<file path="src/rtl/uart_rx_oversample.sv">
// UART receiver: 2-flop synchroniser, majority-voted mid-bit sampling, optional parity, 1-2 stop bits.
// A word is presented one cycle after the last stop-bit vote; a full, unaccepted holding register drops it and flags overrun.
module uart_rx_oversample #(
    parameter int CLKS_PER_BIT = 16,
    parameter int DATA_BITS    = 8,
    parameter int PARITY       = 0,
    parameter int STOP_BITS    = 1
) (
    input  logic                 clk,
    input  logic                 rst,
    input  logic                 rx,
    output logic [DATA_BITS-1:0] rx_data,
    output logic                 rx_valid,
    input  logic                 rx_ready,
    output logic                 parity_err,
    output logic                 frame_err,
    output logic                 overrun,
    output logic                 busy
);

    localparam int CW = $clog2(CLKS_PER_BIT + 1);
    localparam int IW = (DATA_BITS > 1) ? $clog2(DATA_BITS) : 1;
    localparam logic [CW-1:0] CNT_LAST = CW'(CLKS_PER_BIT - 1);
    localparam logic [CW-1:0] CNT_HM1  = CW'(CLKS_PER_BIT / 2 - 1);
    localparam logic [CW-1:0] CNT_H    = CW'(CLKS_PER_BIT / 2);
    localparam logic [CW-1:0] CNT_HP1  = CW'(CLKS_PER_BIT / 2 + 1);
    localparam logic [IW-1:0] IDX_LAST = IW'(DATA_BITS - 1);

    typedef enum logic [2:0] {
        S_HUNT,
        S_IDLE,
        S_START,
        S_DATA,
        S_PRITY,
        S_STOP
    } state_t;

    state_t                 state_q;
    logic                   sync1_q;
    logic                   rxs_q;
    logic [CW-1:0]          cnt_q;
    logic [IW-1:0]          idx_q;
    logic                   sidx_q;
    logic                   samp_a_q;
    logic                   samp_b_q;
    logic [DATA_BITS-1:0]   shreg_q;
    logic                   pbit_q;
    logic                   ferr_q;
    logic                   done_q;
    logic                   busy_q;

    logic [DATA_BITS-1:0]   rx_data_q, rx_data_d;
    logic                   rx_valid_q, rx_valid_d;
    logic                   perr_out_q, perr_out_d;
    logic                   ferr_out_q, ferr_out_d;
    logic                   overrun_q, overrun_d;

    logic                   vote_bit;
    logic                   at_vote;
    logic                   at_last;
    logic                   stop_last;
    logic                   ferr_d;
    logic                   perr;
    logic [CW-1:0]          cnt_next;

    // Third sample is the live synchronised value, so the vote resolves at H+1.
    assign vote_bit  = (samp_a_q & samp_b_q) | (samp_a_q & rxs_q) | (samp_b_q & rxs_q);
    assign at_vote   = (cnt_q == CNT_HP1);
    assign at_last   = (cnt_q == CNT_LAST);
    assign stop_last = (sidx_q == 1'(STOP_BITS - 1));
    assign ferr_d    = ferr_q | ~vote_bit;
    assign cnt_next  = at_last ? '0 : cnt_q + 1'b1;

    always_comb begin
        perr = 1'b0;
        if (PARITY == 1) begin
            perr = ^{shreg_q, pbit_q};
        end else if (PARITY == 2) begin
            perr = ~^{shreg_q, pbit_q};
        end
    end

    always_ff @(posedge clk) begin
        if (rst) begin
            sync1_q  <= 1'b1;
            rxs_q    <= 1'b1;
            state_q  <= S_HUNT;
            cnt_q    <= '0;
            idx_q    <= '0;
            sidx_q   <= 1'b0;
            samp_a_q <= 1'b0;
            samp_b_q <= 1'b0;
            shreg_q  <= '0;
            pbit_q   <= 1'b0;
            ferr_q   <= 1'b0;
            done_q   <= 1'b0;
            busy_q   <= 1'b0;
        end else begin
            sync1_q <= rx;
            rxs_q   <= sync1_q;
            done_q  <= 1'b0;
            if (cnt_q == CNT_HM1) begin
                samp_a_q <= rxs_q;
            end
            if (cnt_q == CNT_H) begin
                samp_b_q <= rxs_q;
            end
            case (state_q)
                // Needs a full bit time of idle so a reset mid-frame cannot lock onto a data bit.
                S_HUNT: begin
                    if (!rxs_q) begin
                        cnt_q <= '0;
                    end else if (at_last) begin
                        cnt_q   <= '0;
                        state_q <= S_IDLE;
                    end else begin
                        cnt_q <= cnt_q + 1'b1;
                    end
                end
                S_IDLE: begin
                    cnt_q <= '0;
                    if (!rxs_q) begin
                        state_q <= S_START;
                        busy_q  <= 1'b1;
                        ferr_q  <= 1'b0;
                        idx_q   <= '0;
                        sidx_q  <= 1'b0;
                    end
                end
                S_START: begin
                    cnt_q <= cnt_next;
                    if (at_vote && vote_bit) begin
                        state_q <= S_IDLE;
                        busy_q  <= 1'b0;
                        cnt_q   <= '0;
                    end else if (at_last) begin
                        state_q <= S_DATA;
                    end
                end
                S_DATA: begin
                    cnt_q <= cnt_next;
                    if (at_vote) begin
                        shreg_q[idx_q] <= vote_bit;
                    end
                    if (at_last) begin
                        if (idx_q == IDX_LAST) begin
                            idx_q   <= '0;
                            state_q <= (PARITY != 0) ? S_PRITY : S_STOP;
                        end else begin
                            idx_q <= idx_q + 1'b1;
                        end
                    end
                end
                S_PRITY: begin
                    cnt_q <= cnt_next;
                    if (at_vote) begin
                        pbit_q <= vote_bit;
                    end
                    if (at_last) begin
                        state_q <= S_STOP;
                    end
                end
                S_STOP: begin
                    cnt_q <= cnt_next;
                    if (at_vote) begin
                        ferr_q <= ferr_d;
                        if (stop_last) begin
                            done_q  <= 1'b1;
                            busy_q  <= 1'b0;
                            cnt_q   <= '0;
                            state_q <= ferr_d ? S_HUNT : S_IDLE;
                        end
                    end else if (at_last) begin
                        sidx_q <= 1'b1;
                    end
                end
                default: begin
                    state_q <= S_HUNT;
                    cnt_q   <= '0;
                    busy_q  <= 1'b0;
                end
            endcase
        end
    end

    always_comb begin
        rx_data_d  = rx_data_q;
        rx_valid_d = rx_valid_q;
        perr_out_d = perr_out_q;
        ferr_out_d = ferr_out_q;
        overrun_d  = 1'b0;
        if (done_q) begin
            if (!rx_valid_q || rx_ready) begin
                rx_data_d  = shreg_q;
                perr_out_d = perr;
                ferr_out_d = ferr_q;
                rx_valid_d = 1'b1;
            end else begin
                overrun_d = 1'b1;
            end
        end else if (rx_valid_q && rx_ready) begin
            rx_valid_d = 1'b0;
        end
    end

    always_ff @(posedge clk) begin
        if (rst) begin
            rx_data_q  <= '0;
            rx_valid_q <= 1'b0;
            perr_out_q <= 1'b0;
            ferr_out_q <= 1'b0;
            overrun_q  <= 1'b0;
        end else begin
            rx_data_q  <= rx_data_d;
            rx_valid_q <= rx_valid_d;
            perr_out_q <= perr_out_d;
            ferr_out_q <= ferr_out_d;
            overrun_q  <= overrun_d;
        end
    end

    assign rx_data    = rx_data_q;
    assign rx_valid   = rx_valid_q;
    assign parity_err = perr_out_q;
    assign frame_err  = ferr_out_q;
    assign overrun    = overrun_q;
    assign busy       = busy_q;

endmodule
</file>
<file path="config.mk">
export PLATFORM = sky130hd
export DESIGN_NAME = uart_rx_oversample
export DESIGN_NICKNAME = d
export VERILOG_FILES = /design/src/rtl/uart_rx_oversample.sv
export SDC_FILE = /design/constraint.sdc
export NUM_CORES = 1
export LEC_CHECK = 0
export ABC_AREA = 1
export CELL_PAD_IN_SITES_DETAIL_PLACEMENT = 1
export CELL_PAD_IN_SITES_GLOBAL_PLACEMENT = 2
export CORE_ASPECT_RATIO = 0.75
export CORE_UTILIZATION = 32
export DETAILED_ROUTE_END_ITERATION = 8
export PLACE_DENSITY_LB_ADDON = 0.1
export SLEW_MARGIN = 20
export SYNTH_ARGS = -nofsm -noshare
export SYNTH_HDL_FRONTEND = slang
export SYNTH_SLANG_ARGS = --single-unit
</file>
<file path="constraint.sdc">
create_clock -name clk -period 1.7 [get_ports clk]
set_input_delay 0.34 -clock clk [delete_from_list [all_inputs] [get_ports clk]]
set_output_delay 0.34 -clock clk [all_outputs]
set_load 0.05 [all_outputs]
</file>
Word level (Yosys, flattened, before mapping) --
Index checks and enable logic that the tools add are counted.
Storage, ports and cells: logic and storage cells 116, output and inout bits 13, bits in registers 38, input port bits 4
Operators by class: muxes and demuxes 41, equality and inequality tests 23, bitwise gates (word level) 11, reductions and logical operators 21, $add $sub $neg 2, magnitude comparators 2
Operators by type and width (count):
- two-way mux 3 bit | 13
- two-way mux 5 bit | 5
- != test 2 bit, second input constant | 11
- case mux 5 bit (4 select lines) | 1
- case mux 3 bit (6 select lines) | 1
- == test 5 x 4 -> 1 bit, second input constant | 3
- two-way mux 1 bit | 15
- == test 3 bit, second input constant | 3
- AND reduction 9 bit | 1
- bitwise mux 8 bit | 1
- == test 3 x 2 -> 1 bit, second input constant | 2
- case mux 3 bit (2 select lines) | 1
- AND reduction 2 bit | 3
- AND reduction 3 bit | 2
- nonzero test 2 bit | 3
- OR reduction 3 bit | 2
- adder 5 x 1 -> 5 bit, second input constant | 1
- == test 5 x 3 -> 1 bit, second input constant | 1
- inverter 1 bit | 5
- AND reduction 5 bit | 1
- < comparator 3 x 4 -> 1 bit, second input constant | 1
- case mux 1 bit (2 select lines) | 2
- case mux 1 bit (4 select lines) | 1
- AND reduction 4 bit | 1
- other kinds (13) | 20

Longest topological paths before layout --
Gate-level depths: netlist of the first run.
depth after elaboration 9, mapped depth 11, gate-level depth less buffers 11

Least setup slack after synthesis of the first run --
OpenSTA, ideal clock, no wires.
path type flip-flop to flip-flop, start point reg cnt_q[0], end point reg idx_q[0], arrival 1286 ps, period minus slack after synthesis 1409 ps, setup slack 291 ps, required time 1577 ps, stages on the path, launching flop included 9, library setup time 123 ps, path buffers 0, cells stage by stage dfxtp_1 ha_1 nand2_1 nor2_2 nand2_1 o21ai_2 nand2_2 o21ai_0 a21oi_1
On the way: longest elaborated chain between the ends 3
RTL lines:
- from (decl) | line 41 | logic [CW-1:0] cnt_q;
- from (signal assigned) | line 117 | cnt_q <= cnt_q + 1'b1;
- from (signal assigned) | line 131 | cnt_q <= cnt_next;
- from (signal assigned) | line 141 | cnt_q <= cnt_next;
- == test 5 x 4 -> 1 bit | line 69 | assign at_last = (cnt_q == CNT_LAST);
- != test 2 bit (no line)
- AND reduction 3 bit (no line)
- to (signal assigned) | line 150 | idx_q <= idx_q + 1'b1;
- to (decl) | line 42 | logic [IW-1:0] idx_q;
Every way passes these cells. A chain may end at the register's enable or synchronous reset.

Worst setup path after layout of the first run --
start point reg cnt_q[1], end point reg idx_q[1]
Same word-level chain as after synthesis.

==> metrics, run 1 <==
die height=approximately 67 um; Root Driver=clkbuf_8; MaxCap Viol Count=0; vias in the first global route=between 1,500 and 2,000; Synth area leader=dfxtp_1; ys async rst share=0%; Synthesis Warnings=0; Total Wirelength=between 4000 and 5000 um; Fin Hold WS=0.416 ns; Final setup viols=0; number of post-CTS setup repair buffers=0; Hold Crit Class=reg -> reg; Clock Skew=about 0.0094 ns; most common library cells after synthesis=38 x dfxtp_1, 34 x nor2_1, 30 x nand2_1, 24 x inv_1, 22 x a21oi_1; Synth area leaders=dfxtp_1 42%, nor2_1 7.1%, nand2_1 6.3%, a21oi_1 6.1%, o21ai_0 5.3%; Die ar.=between 5000 and 6000 um^2; core box area=about 5400 um^2; port bufs=15; setup ws final=0.155 ns; Tcrit/Tclk final=90.9%; Pwr Total=around 3.1 mW; synth-to-layout area growth=23.2%; WP data required=1.88 ns; largest net degree at the start of global routing=23; Top Ports=17; fin util=between 40% and 50%; Fin. Hold Viols=0; Highest Clock Rate=0.647 GHz; syn nets=~250; Placer Congestion=about 0.78; ANT nets after route=0; EDFF count, synth=0; CP max FO=4; Post-Syn Area=around 1800 um^2; TritonCTS clock tree=yes; RSZ-0062 raised after global routing=no; die width=88.5 um; drt via density=4.73; Max VDD drop=~0.57 mV; HPWL after DPL=3450 um; dpl cell area=between 2000 and 2500 um^2; Finished Layout Cells=340; flop2flop setup slack=between 0.15 and 0.2 ns; drt drc=0; Bufs on Longest Clock Path=2; Cells after Synth=240; Yosys reg bits=38; num rows=23; post-synth cell types=28; register area share after synthesis=approximately 42%; Synth Flop Type=dfxtp_1; Nets=273; CTS H-tree lvls=2; Worst setup SP type=flop; minimum clock period=roughly 1.5 ns; Critical Path AT=between 1.5 and 2 ns; antenna violations before repair=0; post-route setup TNS=0 ns; Slew headroom=between 60% and 70%; Post-Syn Area per Cell=~7.5 um^2; grt total ovfl=0; Power Density=roughly 1400 nW/um^2; top cell type's share of synthesized area=about 42%; critical path class=reg -> reg; count leader, synth=dfxtp_1; P_leak=0.918 nW; share of cells above drive strength 1=21.9%; DP Worst Slack=0.0682 ns; Max Slew Vio Count=0; Pre-antenna DRT Iters=4; Tightest Pin Transition=0.592 ns; first-pass GRT wire length=roughly 7600 um; Final Cell Area=2210 um^2; wire per inst=13.4 um; CTS clk-pin slew, worst paths=about 0.09 ns; n_diodes=0; drt first-iter violations=51; Total Routing Usage GR=between 15 and 20%; worst skew pair latency=0.29 ns; CTS sink count=38; Filler cells=~700; initial core utilization=~33%; crit path capture type=flop; Post-Place Cells=around 330; TritonCTS Buffers=5; via count=roughly 1,600; status=finished clean
## critical path, stage by stage (launching register included)
cell	delay, ns
dfxtp_1	0.36
ha_2	0.22
nand2_2	0.10
nor2_4	0.13
nand2_2	0.10
o21ai_2	0.22
nand2_2	0.12
a21oi_1	0.14
nor3_1	0.06
## registers in the layout, indices dropped and copies added (netlist names)
name and cells:
rx_data 8, shreg_q 8, cnt_q 5, idx_q 3
state_q 3, busy 1, done_q 1, ferr_q 1
frame_err 1, overrun 1, rx_valid 1, rxs_q 1
samp_a_q 1, samp_b_q 1, sidx_q 1, sync1_q 1
## worst paths after layout
kind,from,cells after the start,to
worst max-delay path,cnt_q[1]$_SDFF_PP0_,8,idx_q[1]$_SDFFE_PP0P_
worst max register to register,cnt_q[1]$_SDFF_PP0_,8,idx_q[1]$_SDFFE_PP0P_
worst min register to register,sync1_q$_SDFF_PP1_,1,rxs_q$_SDFF_PP1_
worst min-delay path,sync1_q$_SDFF_PP1_,1,rxs_q$_SDFF_PP1_
## metal layers
metal | up-vias | global-route usage (%) | routed length, um
met4 | 0 | 5.44 | 45
met3 | 4 | 3.84 | 163
met1 | 748 | 25.7 | 2570
met5 | - | 0 | 0
met2 | 23 | 24.7 | 1790
li1 | 834 | - | -
## cells in the final DEF, fill, tap and decap left out, drive strengths merged
cell type      synthesis  final
a21oi                 23     23
buf                    2     19
bufinv                 0      2
clkdlybuf4s50          0      3
conb                   1      1
ha                     5      5
clkinv                 0      1
nor3                  18     18
nand4                  3      3
nand3                 11     11
nor2                  40     40
dfxtp                 38     38
or2                    4      4
o22ai                  1      1
o21ai                 26     26
nand2                 38     38
a311oi                 1      1
inv                   26     26
clkbuf                 3      5
## power breakdown
| group | switching (mW) | leakage (nW) | total, mW | internal [mW] |
|---|---|---|---|---|
| logic | 0.722 | 0.541 | 1.10 | 0.382 |
| registers | 0.109 | 0.308 | 1.09 | 0.977 |
| clock network | 0.346 | 0.0683 | 0.934 | 0.588 |
## what timing repair did
action,in CTS,in global routing
hold buffers,0,0
setup endpoints to repair,0,9
gates resized for setup,0,9
hold endpoints to repair,0,0
## logic make-up after synthesis
group | after synthesis | share of synthesized area [%]
AND/OR/NAND/NOR | 114 | 31.5
other | 1 | 0.209
buffers and inverters | 31 | 6.90
AO/OA/AOI/OAI | 51 | 15.6
adder cells (fa/ha/maj) | 5 | 3.49
flip-flops | 38 | 42.4
## area by class of cell
cell class,count,area [um^2],share of cell area [%]
clock inverter,3,68.8,3.11
inverter,26,97.6,4.41
tap,75,93.8,4.24
clock buffer,5,68.8,3.11
timing repair buffer,22,185,8.38
sequential,38,762,34.5
multi-input combinational,171,935,42.3
No activity file was read; power rests on OpenSTA's default activity.
==> inputs of run 2 (changes only) <==
CTS_BUF_LIST = sky130_fd_sc_hd__clkbuf_8 sky130_fd_sc_hd__clkbuf_16   (was default)
PLACE_DENSITY = 0.75   (was default)
PLACE_DENSITY_LB_ADDON = default   (was 0.1)
SLEW_MARGIN = 0   (was 20)
==> run 2 against run 1 <==
Power is 5.0% lower. Largest cell class unchanged. Largest power group unchanged. Fmax rose by 0.41%. Routed wire length fell by 2.2%. Critical path type unchanged. Die area stayed put. Critical endpoint unchanged. Worst hold slack improved by 0.0085 ns.
==> metrics, run 2 (same netlist as run 1, synthesis figures left out) <==
crit path capture type=flop; Total Routing Usage GR=16.7%; fin util=40.6%; dpl cell area=2050 um^2; drt drc=0; Nets=274; TritonCTS clock tree=yes; CTS clk-pin slew, worst paths=roughly 0.080 ns; port bufs=15; Bufs on Longest Clock Path=2; Critical Path AT=around 1.8 ns; Fin. Hold Viols=0; initial core utilization=33.3%; Top Ports=17; Highest Clock Rate=between 0.6 and 0.7 GHz; worst skew pair latency=between 0.2 and 0.3 ns; most common cell after layout, fill and taps aside=dfxtp_1; Sw Pwr=about 1.1 mW; Hold Buf Count CTS=0; Power Density=approximately 1400 nW/um^2; Max VDD drop=around 0.58 mV; Placer Congestion=about 0.79; vias in the first global route=1,496; via count=~1,600; Hold Crit Class=reg -> reg; Pre-antenna DRT Iters=4; Final setup viols=0; Root Driver=clkbuf_8; Final Cell Area=between 2000 and 2500 um^2; HPWL after DPL=3450 um; largest net degree at the start of global routing=19; Total Wirelength=about 4500 um; antenna violations before repair=0; combinational share of power=~37%; Sequential Power Share=a little over a third; die width=88.5 um; first-pass GRT wire length=approximately 7400 um; Tcrit/Tclk final=roughly nine tenths; MaxCap Viol Count=0; status=finished clean; n_diodes=0; Finished Layout Cells=between 300 and 400; Max Slew Vio Count=0; core box area=~5400 um^2; CTS sink count=38; grt total ovfl=0; ANT nets after route=0; die height=approximately 67 um; TritonCTS Buffers=5; CTS H-tree lvls=2; minimum clock period=around 1.5 ns; most frequent cells in the layout=38 x dfxtp_1, 34 x nor2_1, 29 x nand2_1; Fin Hold WS=around 0.42 ns; WP data required=1.91 ns; Internal Power=about 1.8 mW; drt first-iter violations=32; critical path class=reg -> reg; synth-to-layout area growth=21.9%; P_leak=between 0.9 and 1 nW; Switching Share=between 30% and 40%; Clock power frac=between 20% and 30%; Worst setup SP type=flop; wire per inst=13.1 um; share of cells above drive strength 1=20.8%; drt via density=around 4.8; num rows=23; Die ar.=5910 um^2; Clock Skew=about 0.0063 ns; CP max FO=4; Post-Place Cells=332
-- run 2: cell type report --
type                            count  area [um^2]
Sequential cell                    38          761
Fill cell                         686         3190
Tap cell                           75         93.8
Inverter                           26         97.6
Clock inverter                      1         30.0
Multi-Input combinational cell    171          930
Timing Repair Buffer               23          193
Clock buffer                        6         82.6
-- run 2: layer usage --
layer	track usage (%)	routed length, um	vias up	share of wire, %
met5	0	0	-	0
met4	6.05	54	0	1.2
met3	3.72	125	5	2.8
met2	23.2	1720	18	39
met1	24.7	2560	757	57
li1	-	-	835	-
-- run 2: path summary, 6_finish.rpt --
path / end / depth (start not counted) / from / slack [ns]
worst max-delay path: idx_q[1]$_SDFFE_PP0P_ / 8 / cnt_q[0]$_SDFF_PP0_ / 0.16
worst min-delay path: rxs_q$_SDFF_PP1_ / 1 / sync1_q$_SDFF_PP1_ / 0.42
worst max register to register: idx_q[1]$_SDFFE_PP0P_ / 8 / cnt_q[0]$_SDFF_PP0_ / 0.16
worst min register to register: rxs_q$_SDFF_PP1_ / 1 / sync1_q$_SDFF_PP1_ / 0.42
-- run 2: power by group through the flow --
stage,Clock (mW),Combinational [mW],Sequential (mW)
CTS,0.819,1.06,1.08
detailed placement,0,1.05,1.10
floorplan,0,0.821,1.09
global route,0.854,1.26,1.10
finish,0.788,1.10,1.08
global placement,0,1.07,1.10
-- run 2: worst max-delay path, stage by stage (launching register included) --
cell and delay [ns]:
dfxtp_1 0.37, ha_2 0.21, nand2_2 0.09, nor2_4 0.12
nand2_1 0.11, o21ai_2 0.22, buf_4 0.14, a21oi_1 0.05
nor3_1 0.16
-- run 2: what timing repair did --
item	4_1_cts	5_1_grt
setup buffers	0	1
setup endpoints to repair	0	9
gates resized for setup	0	7
-- run 2: per-stage QoR --
step                       TNS, ns  power [mW]  worst slack [ns]
after CTS                        0        2.95            0.0760
final                            0        2.97             0.161
after floorplan                  0        1.91             0.291
after global routing      -0.00119        3.21          -0.00119
after detailed placement         0        2.15            0.0797
after global placement           0        2.17             0.108
==> inputs of run 3 (changes only) <==
HOLD_SLACK_MARGIN = 0.03   (was default)
==> results of run 3 <==
No change in the layout: final DEF, timing and power equal those of run 2.
